<file path="src/rtl/osd_dir_pkg.sv">
// Shared types and constants for the OSD directory character store.
package osd_dir_pkg;

  typedef enum logic [1:0] {
    ST_CLEAR = 2'd0,
    ST_LOAD  = 2'd1,
    ST_PAD   = 2'd2
  } dir_state_t;

  localparam logic [7:0] FILL_CHR_DEF = 8'h20;
  localparam logic [7:0] ERR_CHR_DEF  = 8'd66;

  // Each entry occupies a full power-of-two column stride in memory.
  function automatic int dir_mem_depth(input int max_entries, input int col_w);
    return max_entries * (1 << col_w);
  endfunction

endpackage

</file>
<file path="src/rtl/osd_dir_ram.sv">
// Simple dual-port 8-bit character RAM, one write port, one registered read port.
// Latency: read data valid one cycle after raddr; a same-address write returns old data.
// Backpressure: none, both ports accept every cycle.
module osd_dir_ram #(
  parameter int DEPTH  = 512,
  parameter int ADDR_W = 9
) (
  input  logic              clk,
  input  logic              we,
  input  logic [ADDR_W-1:0] waddr,
  input  logic [7:0]        wdata,
  input  logic [ADDR_W-1:0] raddr,
  output logic [7:0]        rdata
);

  logic [7:0] mem [DEPTH];

  // No reset so the array maps onto block RAM.
  always_ff @(posedge clk) begin
    if (we) begin
      mem[waddr] <= wdata;
    end
    rdata <= mem[raddr];
  end

endmodule

</file>
<file path="src/rtl/osd_dir_buffer.sv">
// Directory-listing character store for the OSD; OSD_DIR_DOT_EN selects the 8.3 dotted read view.
// Latency: osd_dir_chr follows osd_dir_row/osd_dir_col by one cycle.
// Backpressure: wr_ready low while a clear or pad sweep runs and in the cycle clear is pulsed.
module osd_dir_buffer
  import osd_dir_pkg::*;
#(
  parameter int         MAX_ENTRIES = 32,
  parameter int         NAME_LEN    = 11,
  parameter int         ROW_W       = 8,
  parameter int         COL_W       = 4,
  parameter int         LEN_W       = 6,
  parameter logic [7:0] FILL_CHR    = FILL_CHR_DEF,
  parameter logic [7:0] ERR_CHR     = ERR_CHR_DEF
) (
  input  logic             clk32,
  input  logic             resb,
  input  logic             clear,
  input  logic             wr_valid,
  output logic             wr_ready,
  input  logic [7:0]       wr_data,
  input  logic             wr_last,
  output logic             busy,
  output logic             overflow,
  output logic [LEN_W-1:0] dir_len,
  input  logic [ROW_W-1:0] osd_dir_row,
  input  logic [COL_W-1:0] osd_dir_col,
  output logic [7:0]       osd_dir_chr
);

  localparam int DEPTH  = dir_mem_depth(MAX_ENTRIES, COL_W);
  localparam int ENT_W  = (MAX_ENTRIES > 1) ? $clog2(MAX_ENTRIES) : 1;
  localparam int ADDR_W = ENT_W + COL_W;
  localparam int CNT_W  = COL_W + 1;

  localparam logic [CNT_W-1:0]  NAME_LEN_C  = CNT_W'(NAME_LEN);
  localparam logic [CNT_W-1:0]  NAME_LAST_C = CNT_W'(NAME_LEN - 1);
  localparam logic [LEN_W-1:0]  MAX_C       = LEN_W'(MAX_ENTRIES);
  localparam logic [ADDR_W-1:0] CLR_LAST_C  = ADDR_W'(DEPTH - 1);

  dir_state_t        state_q;
  logic [CNT_W-1:0]  col_q;
  logic [ADDR_W-1:0] clr_addr_q;
  logic [LEN_W-1:0]  len_q;
  logic              rdy_q;
  logic              busy_q;
  logic              ovf_q;

  logic              xfer;
  logic              full;
  logic              col_in;
  logic              last_pad;
  logic [ENT_W-1:0]  cur_ent;

  logic              we;
  logic [ADDR_W-1:0] waddr;
  logic [7:0]        wdata;

  assign wr_ready = rdy_q && !clear;
  assign xfer     = wr_valid && wr_ready;
  assign full     = (len_q == MAX_C);
  assign col_in   = (col_q < NAME_LEN_C);
  assign last_pad = (col_q == NAME_LAST_C);
  assign cur_ent  = len_q[ENT_W-1:0];

  assign busy     = busy_q;
  assign overflow = ovf_q;
  assign dir_len  = len_q;

  // Write port: sweep fill, loader byte, or pad fill into the entry being built.
  always_comb begin
    we    = 1'b0;
    waddr = clr_addr_q;
    wdata = FILL_CHR;
    if (!clear) begin
      case (state_q)
        ST_CLEAR: we = 1'b1;
        ST_LOAD: begin
          if (xfer && !full && col_in) begin
            we    = 1'b1;
            waddr = {cur_ent, col_q[COL_W-1:0]};
            wdata = wr_data;
          end
        end
        ST_PAD: begin
          we    = 1'b1;
          waddr = {cur_ent, col_q[COL_W-1:0]};
        end
        default: ;
      endcase
    end
  end

  always_ff @(posedge clk32 or negedge resb) begin
    if (!resb) begin
      state_q    <= ST_CLEAR;
      col_q      <= '0;
      clr_addr_q <= '0;
      len_q      <= '0;
      rdy_q      <= 1'b0;
      busy_q     <= 1'b1;
      ovf_q      <= 1'b0;
    end else if (clear) begin
      state_q    <= ST_CLEAR;
      col_q      <= '0;
      clr_addr_q <= '0;
      len_q      <= '0;
      rdy_q      <= 1'b0;
      busy_q     <= 1'b1;
      ovf_q      <= 1'b0;
    end else begin
      case (state_q)
        ST_CLEAR: begin
          if (clr_addr_q == CLR_LAST_C) begin
            state_q    <= ST_LOAD;
            clr_addr_q <= '0;
            rdy_q      <= 1'b1;
            busy_q     <= 1'b0;
          end else begin
            clr_addr_q <= clr_addr_q + ADDR_W'(1);
          end
        end
        ST_LOAD: begin
          if (xfer) begin
            if (full) begin
              if (wr_last) begin
                ovf_q <= 1'b1;
              end
            end else if (wr_last) begin
              // Short name: pad from the next column before committing the entry.
              if (col_q < NAME_LAST_C) begin
                state_q <= ST_PAD;
                col_q   <= col_q + CNT_W'(1);
                rdy_q   <= 1'b0;
                busy_q  <= 1'b1;
              end else begin
                len_q <= len_q + LEN_W'(1);
                col_q <= '0;
              end
            end else if (col_in) begin
              col_q <= col_q + CNT_W'(1);
            end
          end
        end
        ST_PAD: begin
          if (last_pad) begin
            state_q <= ST_LOAD;
            len_q   <= len_q + LEN_W'(1);
            col_q   <= '0;
            rdy_q   <= 1'b1;
            busy_q  <= 1'b0;
          end else begin
            col_q <= col_q + CNT_W'(1);
          end
        end
        default: begin
          state_q <= ST_CLEAR;
          rdy_q   <= 1'b0;
          busy_q  <= 1'b1;
        end
      endcase
    end
  end

`ifdef OSD_DIR_DOT_EN
  logic [MAX_ENTRIES-1:0] has_ext_q;

  // Flag tracks whatever lands in stored column 8, including pad fill.
  always_ff @(posedge clk32 or negedge resb) begin
    if (!resb) begin
      has_ext_q <= '0;
    end else if (state_q == ST_CLEAR) begin
      has_ext_q <= '0;
    end else if (we && (col_q == CNT_W'(8))) begin
      has_ext_q[cur_ent] <= (wdata != FILL_CHR);
    end
  end
`endif

  logic              err_d;
  logic [ENT_W-1:0]  rd_ent;
  logic [COL_W-1:0]  ram_col;
  logic              use_ram_d;
  logic [7:0]        const_d;
  logic              use_ram_q;
  logic [7:0]        const_q;
  logic [ADDR_W-1:0] raddr;
  logic [7:0]        ram_rdata;

  assign err_d  = (32'(osd_dir_row) >= 32'(len_q));
  assign rd_ent = osd_dir_row[ENT_W-1:0];
  assign raddr  = {rd_ent, ram_col};

  always_comb begin
    ram_col   = osd_dir_col;
    use_ram_d = 1'b0;
    const_d   = FILL_CHR;
    if (err_d) begin
      const_d = ERR_CHR;
`ifdef OSD_DIR_DOT_EN
    end else if (32'(osd_dir_col) < 8) begin
      use_ram_d = 1'b1;
    end else if (32'(osd_dir_col) == 8) begin
      const_d = has_ext_q[rd_ent] ? 8'h2E : FILL_CHR;
    end else if (32'(osd_dir_col) < 12) begin
      use_ram_d = 1'b1;
      ram_col   = osd_dir_col - COL_W'(1);
    end
`else
    end else if (32'(osd_dir_col) < NAME_LEN) begin
      use_ram_d = 1'b1;
    end
`endif
  end

  always_ff @(posedge clk32 or negedge resb) begin
    if (!resb) begin
      use_ram_q <= 1'b0;
      const_q   <= FILL_CHR;
    end else begin
      use_ram_q <= use_ram_d;
      const_q   <= const_d;
    end
  end

  assign osd_dir_chr = use_ram_q ? ram_rdata : const_q;

  osd_dir_ram #(
    .DEPTH  (DEPTH),
    .ADDR_W (ADDR_W)
  ) u_ram (
    .clk   (clk32),
    .we    (we),
    .waddr (waddr),
    .wdata (wdata),
    .raddr (raddr),
    .rdata (ram_rdata)
  );

endmodule
</file>
<file path="config.mk">
export PLATFORM = sky130hd
export DESIGN_NAME = osd_dir_buffer
export DESIGN_NICKNAME = d
export VERILOG_FILES = /design/src/rtl/osd_dir_pkg.sv /design/src/rtl/osd_dir_ram.sv /design/src/rtl/osd_dir_buffer.sv
export SDC_FILE = /design/constraint.sdc
export NUM_CORES = 2
export LEC_CHECK = 0
export BUFFER_PORTS_ARGS = -buffer_cell sky130_fd_sc_hd__buf_2
export CORE_UTILIZATION = 45
export DETAILED_ROUTE_END_ITERATION = 12
export PLACE_DENSITY_LB_ADDON = 0.08
export SYNTH_ARGS = -nofsm -noshare
export SYNTH_HDL_FRONTEND = slang
export SYNTH_SLANG_ARGS = --single-unit
</file>
<file path="constraint.sdc">
create_clock -name clk32 -period 10.25 [get_ports clk32]
set_input_delay 0.5125 -clock clk32 [delete_from_list [all_inputs] [get_ports clk32]]
set_output_delay 0.5125 -clock clk32 [all_outputs]
set_load 0.01 [all_outputs]
</file>
Yosys cells after proc, flatten, opt, wreduce, memory -nomap -nowiden
Memories as Yosys holds them, arrays and structs flattened. A register that Yosys moved wholly into a read port is not among the register bits.
Index checks and enable logic that the tools add are counted.
{ "word_totals": {"n_memories": 1, "mem_bits_rw": 4096, "in_bits": 25, "regBits": 34, "output_inout_bits": 17, "wordCells": 110} }
{ "mem_list": {"columns": ["name", "depth", "width", "read_ports", "rd_ports_with_merged_regs", "write_ports", "line_no", "text"], "rows": [
  ["u_ram.mem", 512, 8, 1, 1, 1, "osd_dir_ram.sv:16", "logic [7:0] mem [DEPTH];"]
]} }
{ "op_classes": {"magnitude_cmp": 4, "n_mux": 62, "reduce_logical": 18, "add_sub_neg": 3, "eq_ne": 13} }
{ "op_table": {"columns": ["op", "n"], "rows": [
  ["9-bit 2-to-1 mux", 5],
  ["6-bit 2-to-1 mux", 6],
  ["5-bit 2-to-1 mux", 7],
  ["8-bit 2-to-1 mux", 4],
  ["1-bit 2-to-1 mux", 25],
  ["3-bit != test (second input constant)", 7],
  ["9-bit one-hot mux with 2 select lines", 1],
  ["2-bit 2-to-1 mux", 7],
  ["6-bit one-hot mux with 2 select lines", 1],
  ["6-bit AND reduction", 2],
  ["5-bit by 4-bit less-than comparator with 1-bit output (second input constant)", 2],
  ["5-bit one-hot mux with 2 select lines", 1],
  ["2-bit nonzero test", 5],
  ["9-bit by 1-bit adder with 9-bit output (second input constant)", 1],
  ["9-bit equality test (second input constant)", 1],
  ["8-bit by 6-bit >= comparator with 1-bit output", 1],
  ["4-bit AND reduction", 2],
  ["7-bit 2-to-1 mux", 1],
  ["6-bit by 1-bit adder with 6-bit output (second input constant)", 1],
  ["6-bit equality test (second input constant)", 1],
  ["1-bit one-hot mux with 3 select lines", 2],
  ["2-bit one-hot mux with 3 select lines", 1],
  ["5-bit by 1-bit adder with 5-bit output (second input constant)", 1],
  ["5-bit by 4-bit equality test with 1-bit output (second input constant)", 1],
  ["10 further kinds", 14]
]} }

Depth between registers and ports, before layout
{ "logic_depth": {"word_depth": 10, "depth_mapped": 13, "mapped_depth_nobuf": 11} }

By module
From an unflattened synthesis, not the netlist that was laid out.
{ "hier_totals": {"cells_unflattened": 8251, "area_unflattened_um2": 161876.5} }
{ "by_module_without_submodules": {"columns": ["module", "instances", "cells_per_inst", "seq_area_each_um2", "area_each_um2"], "rows": [
  ["osd_dir_ram", 1, 8030, 123158.1, 159927.1],
  ["osd_dir_buffer", 1, 221, 678.2, 1949.4]
]} }

Worst setup path before layout
Ideal clock, no wire load.
{ "synth_timing": {"kind": "register to register", "startpoint": "reg len_q[0], in the netlist dir_len[0]", "endpoint": "mem u_ram.mem[0][0], data pin", "setup_slack_ns": 0.800, "path_stages_with_launch": 7, "setup_time_ns": 1.533, "t_arrival_ns": 7.917, "path_buffers": 0, "t_required_ns": 8.717, "period_less_slack_ns": 9.450, "cell_sequence": "dfrtp_1 inv_1 ha_1 nand4bb_1 o21ai_1 nor3_1 and2_1"} }
{ "synth_via": {"elab_chain_cells": 7} }
{ "synth_lines": {"columns": ["item", "line_no", "text"], "rows": [
  ["from (decl)", "osd_dir_buffer.sv:43", "logic [LEN_W-1:0] len_q;"],
  ["from (signal assigned)", "osd_dir_buffer.sv:136", "len_q <= len_q + LEN_W'(1);"],
  ["from (signal assigned)", "osd_dir_buffer.sv:147", "len_q <= len_q + LEN_W'(1);"],
  ["6-bit equality test", "osd_dir_buffer.sv:60", "assign full = (len_q == MAX_C);"],
  ["1-bit zero test", "osd_dir_buffer.sv:78", "if (xfer && !full && col_in) begin"],
  ["1-bit logical AND (2 in series)", "osd_dir_buffer.sv:78", null],
  ["8-bit 2-to-1 mux", "osd_dir_buffer.sv:78", null],
  ["8-bit 2-to-1 mux", "osd_dir_buffer.sv:75", "case (state_q)"],
  ["8-bit 2-to-1 mux", "osd_dir_buffer.sv:74", "if (!clear) begin"],
  ["named net u_ram.wdata[0]", "osd_dir_ram.sv:11", "input logic [7:0] wdata,"],
  ["to (decl)", "osd_dir_ram.sv:16", null]
]} }
The timed path passes the listed nets, and every way through them passes these cells.

Final worst setup path
{ "layout_timing": {"startpoint": "reg state_q[0]", "endpoint": "mem u_ram.mem[41][1], enable pin"} }
{ "layout_via": {"elab_chain_cells": 6, "elab_cells_between_ends": 10, "cone_classes": "2 x eq/ne; 6 x mux; 2 x reduce/logical"} }
{ "layout_lines": {"columns": ["item", "line_no", "text"], "rows": [
  ["from (decl)", "osd_dir_buffer.sv:40", "dir_state_t state_q;"],
  ["from (signal assigned)", "osd_dir_buffer.sv:95", "state_q <= ST_CLEAR;"],
  ["from (signal assigned)", "osd_dir_buffer.sv:103", "state_q <= ST_CLEAR;"],
  ["from (signal assigned)", "osd_dir_buffer.sv:114", "state_q <= ST_LOAD;"],
  ["2-bit equality test / 2-bit zero test (equally long branches)", "osd_dir_buffer.sv:75", null],
  ["2-bit OR reduction (no line)", null, null],
  ["1-bit one-hot mux with 2 select lines", "osd_dir_buffer.sv:75", null],
  ["1-bit 2-to-1 mux", "osd_dir_buffer.sv:74", null],
  ["1-bit 2-to-1 mux", "osd_dir_ram.sv:20", "if (we) begin"],
  ["1-bit 2-to-1 mux (not written as such)", "osd_dir_ram.sv:21", "mem[waddr] <= wdata;"]
]} }
Several ways; a longest one is shown, not always the timed one.

==> results_dict.tcl <==
set metrics [dict create \
    power_frac_seq_pct 51.4 \
    crit_arrival_ps 6180 \
    setup_viol 0 \
    via_per_inst 6.17 \
    setup_tns_ps 0 \
    grt_pass1_wl_um 649000 \
    finalWirelength_um 465000 \
    relSlewSlack_pct 14.8 \
    slowest_stage "nor2_1" \
    syn-cell-area_um2 161000 \
    finalCritPeriodShare_pct 54.8 \
    maxCapViolCount 0 \
    die_w_um 600 \
    synth-edff-count 4096 \
    post_cts_buffers 0 \
    drt_iter0_drc 9474 \
    hold_path_depth 4 \
    syn_nets 7734 \
    yosysWarnings 0 \
    grt-ovfl-total 0 \
    grt_pass1_vias 80200 \
    fin_worst_skew_ps 63.2 \
    slew_viol_final 0 \
    portBuffers 41 \
    nets 7927 \
    min_path_type "in2reg" \
    antenna_found_initial 24 \
    power.density_nw_per_um2 198 \
    start_util_pct 45.2 \
    die_area_um2 360000 \
    fmax_ghz 0.178 \
    crit_fanout 19 \
    grt_start_max_net_pins 165 \
    p_leak_uw 0.0572 \
    p_switching_uw 7920 \
    rsz0062_at_grt "false" \
    synth-seq-cells 4131 \
    cts_tree "yes" \
    syn_inst 7692 \
    crit_family "simple AND/OR/NAND/NOR gates" \
    ant_nets 0 \
    gp_congestion 0.828 \
    holdBufCountCts 4 \
    num_io_pins 42 \
    grtUsageTotal_pct 25.8 \
    clockBufferDepth 4 \
    clock_power_share_pct 43.6 \
    clkTransAtPathRegs_ps 60 \
    dr_wl_met2_um 219000 \
    crit_path_start_kind "flip-flop" \
    clk_latency_ps 960 \
    cp.required_ps 10810 \
    reg2reg_depth 11 \
    async_flop_share_pct 0.654 \
    ctsRootBufferMaster "clkbuf_16" \
    crit_chain "inv_1 -> ha_1 -> nor2b_1 -> and2_1 -> a31o_1 -> buf_4 -> nand2_1 -> a21oi_2 -> nand3_4 -> buf_4 -> nor2_1" \
    placementRows 219 \
    p_comb_share_pct 5.0 \
    htreeDepth 5 \
    final_common_cell "edfxtp_1" \
    die_h_um 600 \
    run_status "completed" \
    syn2layout_area_growth_pct 12.6 \
    drt_pre_antenna_iters 6 \
    clock_sinks 4131 \
    irDropWorstVdd_mv 0.150 \
    crit_path_frequent_cell "buf_4" \
    fin_ws_ps 4630 \
    top_layer "met5" \
    cts_buffers 430 \
    layout_common_cells "edfxtp_1 (4096), mux4_2 (895), nor2_1 (568)" \
    yosysSeqAreaShare_pct 76.9 \
    pre_cts_ws_ps 4580 \
    path_class "reg2reg" \
    place.detailed.hpwl_um 277000 \
    cp_num_cells 11 \
    wl_met3_um 32800 \
    coreArea_um2 356000 \
    worst_slew_pin_slew_ps 1260 \
    slowest_delay_ps 900 \
    route.detailed.drc 0 \
    wl_met1_um 202000 \
    intPower_uw 28100 \
    switching_share_pct 22.0 \
    avgRoutedWirePerCell_um 35.8 \
    synth.distinct_cells 80 \
    vias 80300 \
    period_minus_slack_ps 5620 \
    drive_gt1_share_pct 23.4 \
    worst-path-buf-inv 3 \
    post_cts_resize_count 0 \
    postSynthAreaPerCell_um2 20.9 \
    ys.flop_type "edfxtp_1" \
    finalHoldViolations 0 \
    endpoint_kind "flip-flop" \
]
==> per-stage QoR <==
step	instances	area (um^2)	util, %	hold WS, ps	total power, uW
after floorplan	7692	161000	-	217	19900
after global placement	12200	167000	47.0	553	20600
after detailed placement	12200	167000	47.0	550	20600
after CTS	13000	181000	50.9	8.24	36200
after global routing	13000	181000	50.9	59.0	36900
final	13000	181000	50.9	88.4	36000
==> worst min-delay path, cell delays in order <==
cell and delay (ps):
buf_2 90, and3b_1 220, nand2_1 110, o2bb2ai_1 80
==> logic make-up (layout without fill, tap and decap cells) <==
| kind of cell | after synthesis | after routing | synth area share, % |
|---|---|---|---|
| AOI/OAI and AO/OA | 860 | 860 | 3.57 |
| xor gates and xnor gates | 4 | 4 | 0.0218 |
| adders and majority gates | 17 | 17 | 0.132 |
| buffers and inverters | 503 | 1066 | 1.47 |
| DFF | 4131 | 4131 | 76.9 |
| muxes | 1371 | 1371 | 15.5 |
| other | 0 | 2 | 0 |
| and+or+nand+nor | 806 | 806 | 2.38 |
==> sequential cells by signal, indices dropped and copies added, names as in the netlist <==
signal	count
use_ram_q	1
clr_addr_q	9
u_ram.mem	4096
dir_len	6
const_q	2
u_ram.rdata	8
busy	1
overflow	1
state_q	2
col_q	5
==> layout make-up <==
cell class | instances | area [um^2]
inverters | 20 | 76.3
well taps | 4751 | 5940
flip-flops and latches | 4131 | 124000
clock buffers | 518 | 11200
diodes | 2 | 5.00
repair buffers | 244 | 2140
fillers | 28000 | 175000
multi-input cells | 3058 | 35200
clock inverters | 284 | 2860
==> synthesized netlist by cell type (37+ instances only) <==
library cell / instances / area [um^2]
o221ai_1: 62 / 543
mux2_2: 67 / 754
mux2i_1: 409 / 4090
nand2_1: 64 / 240
nor2_1: 573 / 2150
o21ai_0: 195 / 976
edfxtp_1: 4096 / 123000
a21oi_1: 179 / 896
buf_2: 182 / 911
clkbuf_1: 225 / 845
a22oi_1: 119 / 893
a22o_1: 37 / 324
mux4_2: 895 / 20200
a211oi_1: 96 / 721
o22ai_1: 71 / 444
==> path summary, 6_finish.rpt <==
check / from / slack, ps / endpoint
min in group asynchronous: resb / 250 / const_q[1]
hold / removal: wr_valid / 90 / overflow
setup reg to reg: state_q[0] / 4630 / u_ram.mem[41][1]
setup / recovery: state_q[0] / 4630 / u_ram.mem[41][1]
hold reg to reg: overflow / 580 / overflow
max in group asynchronous: resb / 9400 / col_q[2]
==> power by group through the flow <==
| stage | Sequential, uW | Clock, uW | Combinational [uW] |
|---|---|---|---|
| 2_1_floorplan | 18900 | 0 | 999 |
| 3_3_place_gp | 18800 | 0 | 1790 |
| 3_5_place_dp | 18800 | 0 | 1800 |
| 4_1_cts | 18500 | 15900 | 1810 |
| 5_1_grt | 18500 | 16500 | 1870 |
| 6_report | 18500 | 15700 | 1800 |
==> per-layer routing <==
layer  track usage [%]  vias to the layer above
li1                  -                    32500
met4              6.27                        4
met1              38.2                    43900
met3              3.90                      576
met2              40.4                     3284
met5                 0                        -
(Power assumes the default switching activity.)
